[src/rtl/fetch_pkg.sv]
// Shared types for the instruction fetch unit: FSM state encoding and fault codes.
package fetch_pkg;

    typedef enum logic [2:0] {
        IDLE,
        REQ,
        WAIT,
        HOLD,
        DRAIN,
        FAULT
    } fetch_state_t;

    localparam logic [1:0] FLT_NONE     = 2'b00;
    localparam logic [1:0] FLT_MISALIGN = 2'b01;
    localparam logic [1:0] FLT_TIMEOUT  = 2'b10;

endpackage

[src/rtl/fetch_timeout_ctr.sv]
// Saturating cycle counter for the fetch unit.
// expired flags the cycle in which the TIMEOUT-th counted cycle is being spent.
module fetch_timeout_ctr #(
    parameter int TIMEOUT = 255
) (
    input  logic clk,
    input  logic startin,
    input  logic clr,
    input  logic en,
    output logic expired
);

    localparam int CW = $clog2(TIMEOUT + 1);
    localparam logic [CW-1:0] CNT_MAX  = CW'(TIMEOUT);
    localparam logic [CW-1:0] CNT_LAST = CW'(TIMEOUT - 1);

    logic [CW-1:0] r_count;

    always_ff @(posedge clk) begin
        if (startin || clr) begin
            r_count <= '0;
        end else if (en && (r_count != CNT_MAX)) begin
            r_count <= r_count + 1'b1;
        end
    end

    // The edge that closes the TIMEOUT-th busy cycle is the one that faults.
    assign expired = en && (r_count >= CNT_LAST);

endmodule

[src/rtl/instr_fetch_unit.sv]
// Instruction fetch unit: fetches the word at the current PC over a valid/ready
// memory port and holds it for decode, with misalignment and timeout faults.
module instr_fetch_unit
    import fetch_pkg::*;
#(
    parameter int ADDR_W  = 32,
    parameter int DATA_W  = 32,
    parameter int TIMEOUT = 255
) (
    input  logic              clk,
    input  logic              startin,
    input  logic              fetch_en,
    input  logic [ADDR_W-1:0] pc,
    input  logic              flush,
    output logic              mem_req_valid,
    output logic [ADDR_W-1:0] mem_req_addr,
    input  logic              mem_req_ready,
    input  logic              mem_rsp_valid,
    input  logic [DATA_W-1:0] mem_rsp_data,
    output logic              inst_valid,
    output logic [DATA_W-1:0] inst,
    output logic [ADDR_W-1:0] inst_pc,
    input  logic              inst_ready,
    output logic              pc_hold,
    output logic              fault,
    output logic [1:0]        fault_code
);

    fetch_state_t      r_state;
    logic              r_mem_req_valid;
    logic [ADDR_W-1:0] r_mem_req_addr;
    logic              r_inst_valid;
    logic [DATA_W-1:0] r_inst;
    logic [ADDR_W-1:0] r_inst_pc;
    logic              r_fault;
    logic [1:0]        r_fault_code;
    logic              r_drain;

    logic w_start_ok;
    logic w_ctr_en;
    logic w_expired;

    assign w_start_ok = (r_state == IDLE) && fetch_en && (pc[1:0] == 2'b00);
    assign w_ctr_en   = (r_state == REQ) || (r_state == WAIT) || (r_state == DRAIN);

    fetch_timeout_ctr #(
        .TIMEOUT (TIMEOUT)
    ) u_timeout_ctr (
        .clk     (clk),
        .startin (startin),
        .clr     (w_start_ok),
        .en      (w_ctr_en),
        .expired (w_expired)
    );

    always_ff @(posedge clk) begin
        if (startin) begin
            r_state         <= IDLE;
            r_mem_req_valid <= 1'b0;
            r_mem_req_addr  <= '0;
            r_inst_valid    <= 1'b0;
            r_inst          <= '0;
            r_inst_pc       <= '0;
            r_fault         <= 1'b0;
            r_fault_code    <= FLT_NONE;
            r_drain         <= 1'b0;
        end else if (w_expired) begin
            // Timeout wins over any coincident ready or response.
            r_state         <= FAULT;
            r_mem_req_valid <= 1'b0;
            r_inst_valid    <= 1'b0;
            r_fault         <= 1'b1;
            r_fault_code    <= FLT_TIMEOUT;
            r_drain         <= 1'b0;
        end else begin
            case (r_state)
                IDLE: begin
                    if (w_start_ok) begin
                        r_mem_req_addr  <= pc;
                        r_inst_pc       <= pc;
                        r_mem_req_valid <= 1'b1;
                        r_state         <= REQ;
                    end else if (fetch_en) begin
                        r_fault      <= 1'b1;
                        r_fault_code <= FLT_MISALIGN;
                        r_state      <= FAULT;
                    end
                end
                REQ: begin
                    if (flush) begin
                        r_drain <= 1'b1;
                    end
                    if (mem_req_ready) begin
                        r_mem_req_valid <= 1'b0;
                        r_state         <= (r_drain || flush) ? DRAIN : WAIT;
                    end
                end
                WAIT: begin
                    if (mem_rsp_valid) begin
                        if (flush) begin
                            r_state <= IDLE;
                        end else begin
                            r_inst       <= mem_rsp_data;
                            r_inst_valid <= 1'b1;
                            r_state      <= HOLD;
                        end
                    end else if (flush) begin
                        r_state <= DRAIN;
                    end
                end
                DRAIN: begin
                    if (mem_rsp_valid) begin
                        r_drain <= 1'b0;
                        r_state <= IDLE;
                    end
                end
                HOLD: begin
                    if (flush || inst_ready) begin
                        r_inst_valid <= 1'b0;
                        r_state      <= IDLE;
                    end
                end
                FAULT: begin
                    r_state <= FAULT;
                end
                default: begin
                    r_state <= IDLE;
                end
            endcase
        end
    end

    assign mem_req_valid = r_mem_req_valid;
    assign mem_req_addr  = r_mem_req_addr;
    assign inst_valid    = r_inst_valid;
    assign inst          = r_inst;
    assign inst_pc       = r_inst_pc;
    assign fault         = r_fault;
    assign fault_code    = r_fault_code;

    // PC advances on acceptance; any live redirect loads the target.
    assign pc_hold = ~(((r_state == HOLD) && inst_ready && !flush) ||
                       (flush && (r_state != FAULT)));

endmodule

[config.mk]
export PLATFORM = sky130hd
export DESIGN_NAME = instr_fetch_unit
export DESIGN_NICKNAME = d
export VERILOG_FILES = /design/src/rtl/fetch_pkg.sv /design/src/rtl/fetch_timeout_ctr.sv /design/src/rtl/instr_fetch_unit.sv
export SDC_FILE = /design/constraint.sdc
export NUM_CORES = 1
export LEC_CHECK = 0
export BUFFER_PORTS_ARGS = -buffer_cell sky130_fd_sc_hd__buf_4
export CAP_MARGIN = 20
export CORE_AREA = 2 2 91 93
export DETAILED_ROUTE_END_ITERATION = 8
export DIE_AREA = 0 0 93 95
export PLACE_DENSITY = 0.79
export SYNTH_ARGS = -nofsm -noshare
export SYNTH_HDL_FRONTEND = slang
export SYNTH_SLANG_ARGS = --single-unit
[constraint.sdc]
create_clock -name clk -period 2.2 [get_ports clk]
set_input_delay 0.22 -clock clk [delete_from_list [all_inputs] [get_ports clk]]
set_output_delay 0.22 -clock clk [all_outputs]
set_load 0.01 [all_outputs]
==> results.ini <==
[status]
status=finished, final reports clean

[routing]
ant_nets=0
drt_iter0_drc=291
dr.max_layer_used=met4
first_pass_iters=4
vias=3575
via_per_inst=5.24
dr_wl_met2_um=4670
drc_errors=0
drt-total-wl_um=9420
wl_per_cell_um=13.8
wl_met1_um=3720
met3_length_um=832

[timing]
worst_slack_ns=0.273
fmax_mhz=519
slew_violations=0
maxSlewHeadroom_pct=59.8
skew_ns=0.0106
tightest_slew_ns=0.604
finalCriticalPeriod_ns=1.93
rsz0062_at_grt=false
finalCritPeriodShare_pct=87.6
setup_tns_ns=0
setup_viol=0
hold_viol_final=0

[critical_path]
startpoint_type=flop
crit_family=buffers and inverters
cp_num_buf_inv=2
path_max_fanout=31
cp_cell_sequence=buf_4 > nand2_1 > o21ai_0 > a22oi_1 > buf_4
worstPathRequired_ns=1.98
worstPathArrival_ns=1.71
worstSetupEndpointType=primary output
critPathSlowestCell=dfxtp_2
cpMostUsedCell=buf_4
max_stage_delay_ns=0.46
crit_type=flop to primary output

[global_routing]
grt_max_degree=52
antenna_found_initial=0
grt_pass1_vias=3291
grt_pass1_wl_um=14800
grt_use_total_pct=20.8
gr-total-overflow=0

[synthesis]
yosysMostFrequentCell=dfxtp_1
ys_ff_latch=81
synthMuxAreaShare_pct=1.13
synth_top_family_by_area=compound AO/OA/AOI/OAI gates
seq_area_frac_synth_pct=45.7
yosysWarnings=0
synth_top_area_cell=dfxtp_1
synth-edff-count=0
synth_top_area_share_pct=45.7
syn_area_um2=3550
syn_inst=444
synthAdderAreaFrac_pct=0.705
ys_types=45
ys_top_cells_by_count=dfxtp_1, a21oi_1, nand2_1, o21ai_0, nand3_1
synth-main-ff-cell=dfxtp_1
synth_area_leaders=dfxtp_1, a21oi_1, nand2_1
synth-simple-area-share_pct=20.3
syn_avg_cell_area_um2=7.99
synth_compound_area_share_pct=20.5
ys_async_sr_fraction_pct=0
synth_nets=517
synth_xor_area_share_pct=0.247

[clock_tree]
h-tree-depth=3
cts-root-buf=clkbuf_8
cts.sinks=81
clock_latency_ns=0.35
cts_tree=yes
ctsHoldBuffers=0
path_clk_slew_ns=0.08
cts_made_buffers=9
cts_buffer_depth=2

[final_layout]
regArea_um2=1620
drive_gt1_share_pct=35.4
area_growth_pct=37.3
design_area_um2=4870
multi_input_area_um2=1520
nFillCells=688
diodes=0
nets=645
final_util_pct=61.5

[place]
port_buffers=172
dp_hpwl_um=6770
place.gp.congestion=0.887
place_worst_setup_slack_ns=0.312
placed_area_um2=4680

[pwr]
p_sw_mw=1.24
powerDensity_nw_per_um2=766
clockPowerShare_pct=27.3
ir_drop_mv=0.425
netSwitchingFraction_pct=33.3
pwr-share-seq_pct=44.8
leakagePower_nw=2.04
comb_power_share_pct=27.9
design_power_total_mw=3.73
power.internal_mw=2.49

[floorplan]
die_w_um=93
start_util_pct=44.8
dieArea_um2=8840
core_um2=7930
io_pins=173
rows=33
die_h_um=95

[job]
drv_cap=0

[worst_hold_path]
hp-class=primary input to flop

==> repair_timing <==
item | CTS | global route
setup buffers | 0 | 0
setup endpoints to repair | 0 | 1
gates resized for setup | 0 | 1
==> power groups by stage <==
stage	Sequential [mW]	Clock, mW	Combinational, mW
after floorplan	1.67	0	0.685
after global placement	1.70	0	1.02
after detailed placement	1.70	0	1.04
after CTS	1.67	1.06	1.04
after global routing	1.69	1.12	1.15
final	1.67	1.02	1.04
==> worst register-to-register path, cell delays in order (launching register included) <==
cell	delay, ns
dfxtp_1	0.54
or3b_4	0.44
o21a_4	0.15
or4_4	0.53
mux2i_1	0.12
==> through the flow <==
stage | cells | hold slack (ns)
6_report | 682 | 0.0920
5_1_grt | 682 | 0.0842
4_1_cts | 682 | 0.0799
3_5_place_dp | 666 | 0.454
3_3_place_gp | 666 | 0.440
2_1_floorplan | 444 | 0.299
==> cells by family (layout without fill, tap and decap cells) <==
kind of cell | Yosys count | count (layout)
xor gates and xnor gates | 1 | 1
adders and majority gates | 2 | 2
muxes | 4 | 4
and+or+nand+nor | 151 | 151
DFF | 81 | 81
buffers and inverters | 71 | 204
AOI/OAI and AO/OA | 134 | 134
==> cell type report <==
cell class / count / share of cell area, %
clock buffer: 11 / 3.11
clock inverter: 5 / 0.770
inverter: 5 / 0.385
multi-input combinational: 292 / 31.3
sequential: 81 / 33.3
tap: 105 / 2.70
timing repair buffer: 183 / 28.5
==> state kept, by name, summed over array words and instances (netlist names) <==
name,flops
inst_valid,1
r_state,3
inst,32
fault,1
inst_pc,32
fault_code,2
u_timeout_ctr.r_count,8
mem_req_valid,1
r_drain,1
==> routing by layer <==
metal / GRT usage [%] / vias to the layer above
li1: - / 1773
met1: 24.0 / 1617
met2: 36.0 / 162
met3: 6.38 / 23
met4: 8.33 / 0
met5: 0 / -
==> worst paths after layout <==
kind | startpoint | endpoint | slack, ns | depth (start not counted)
max reg2reg | r_state[1] | u_timeout_ctr.r_count[5] | 0.30 | 4
min reg2reg | fault_code[0] | fault_code[0] | 0.46 | 2
min | flush | r_state[1] | 0.09 | 2
max | r_state[0] | pc_hold | 0.27 | 5
==> layout by cell type (no fill, tap or decap), types with 5 or more instances in the layout <==
cell type  instances
o21ai_0           39
buf_4            182
nor2_1             7
nand3_1           37
clkbuf_8          11
nand2_1           72
nor3_1             5
dfxtp_1           80
a21oi_1           77
nand2b_1           5
(Power assumes the default switching activity.)
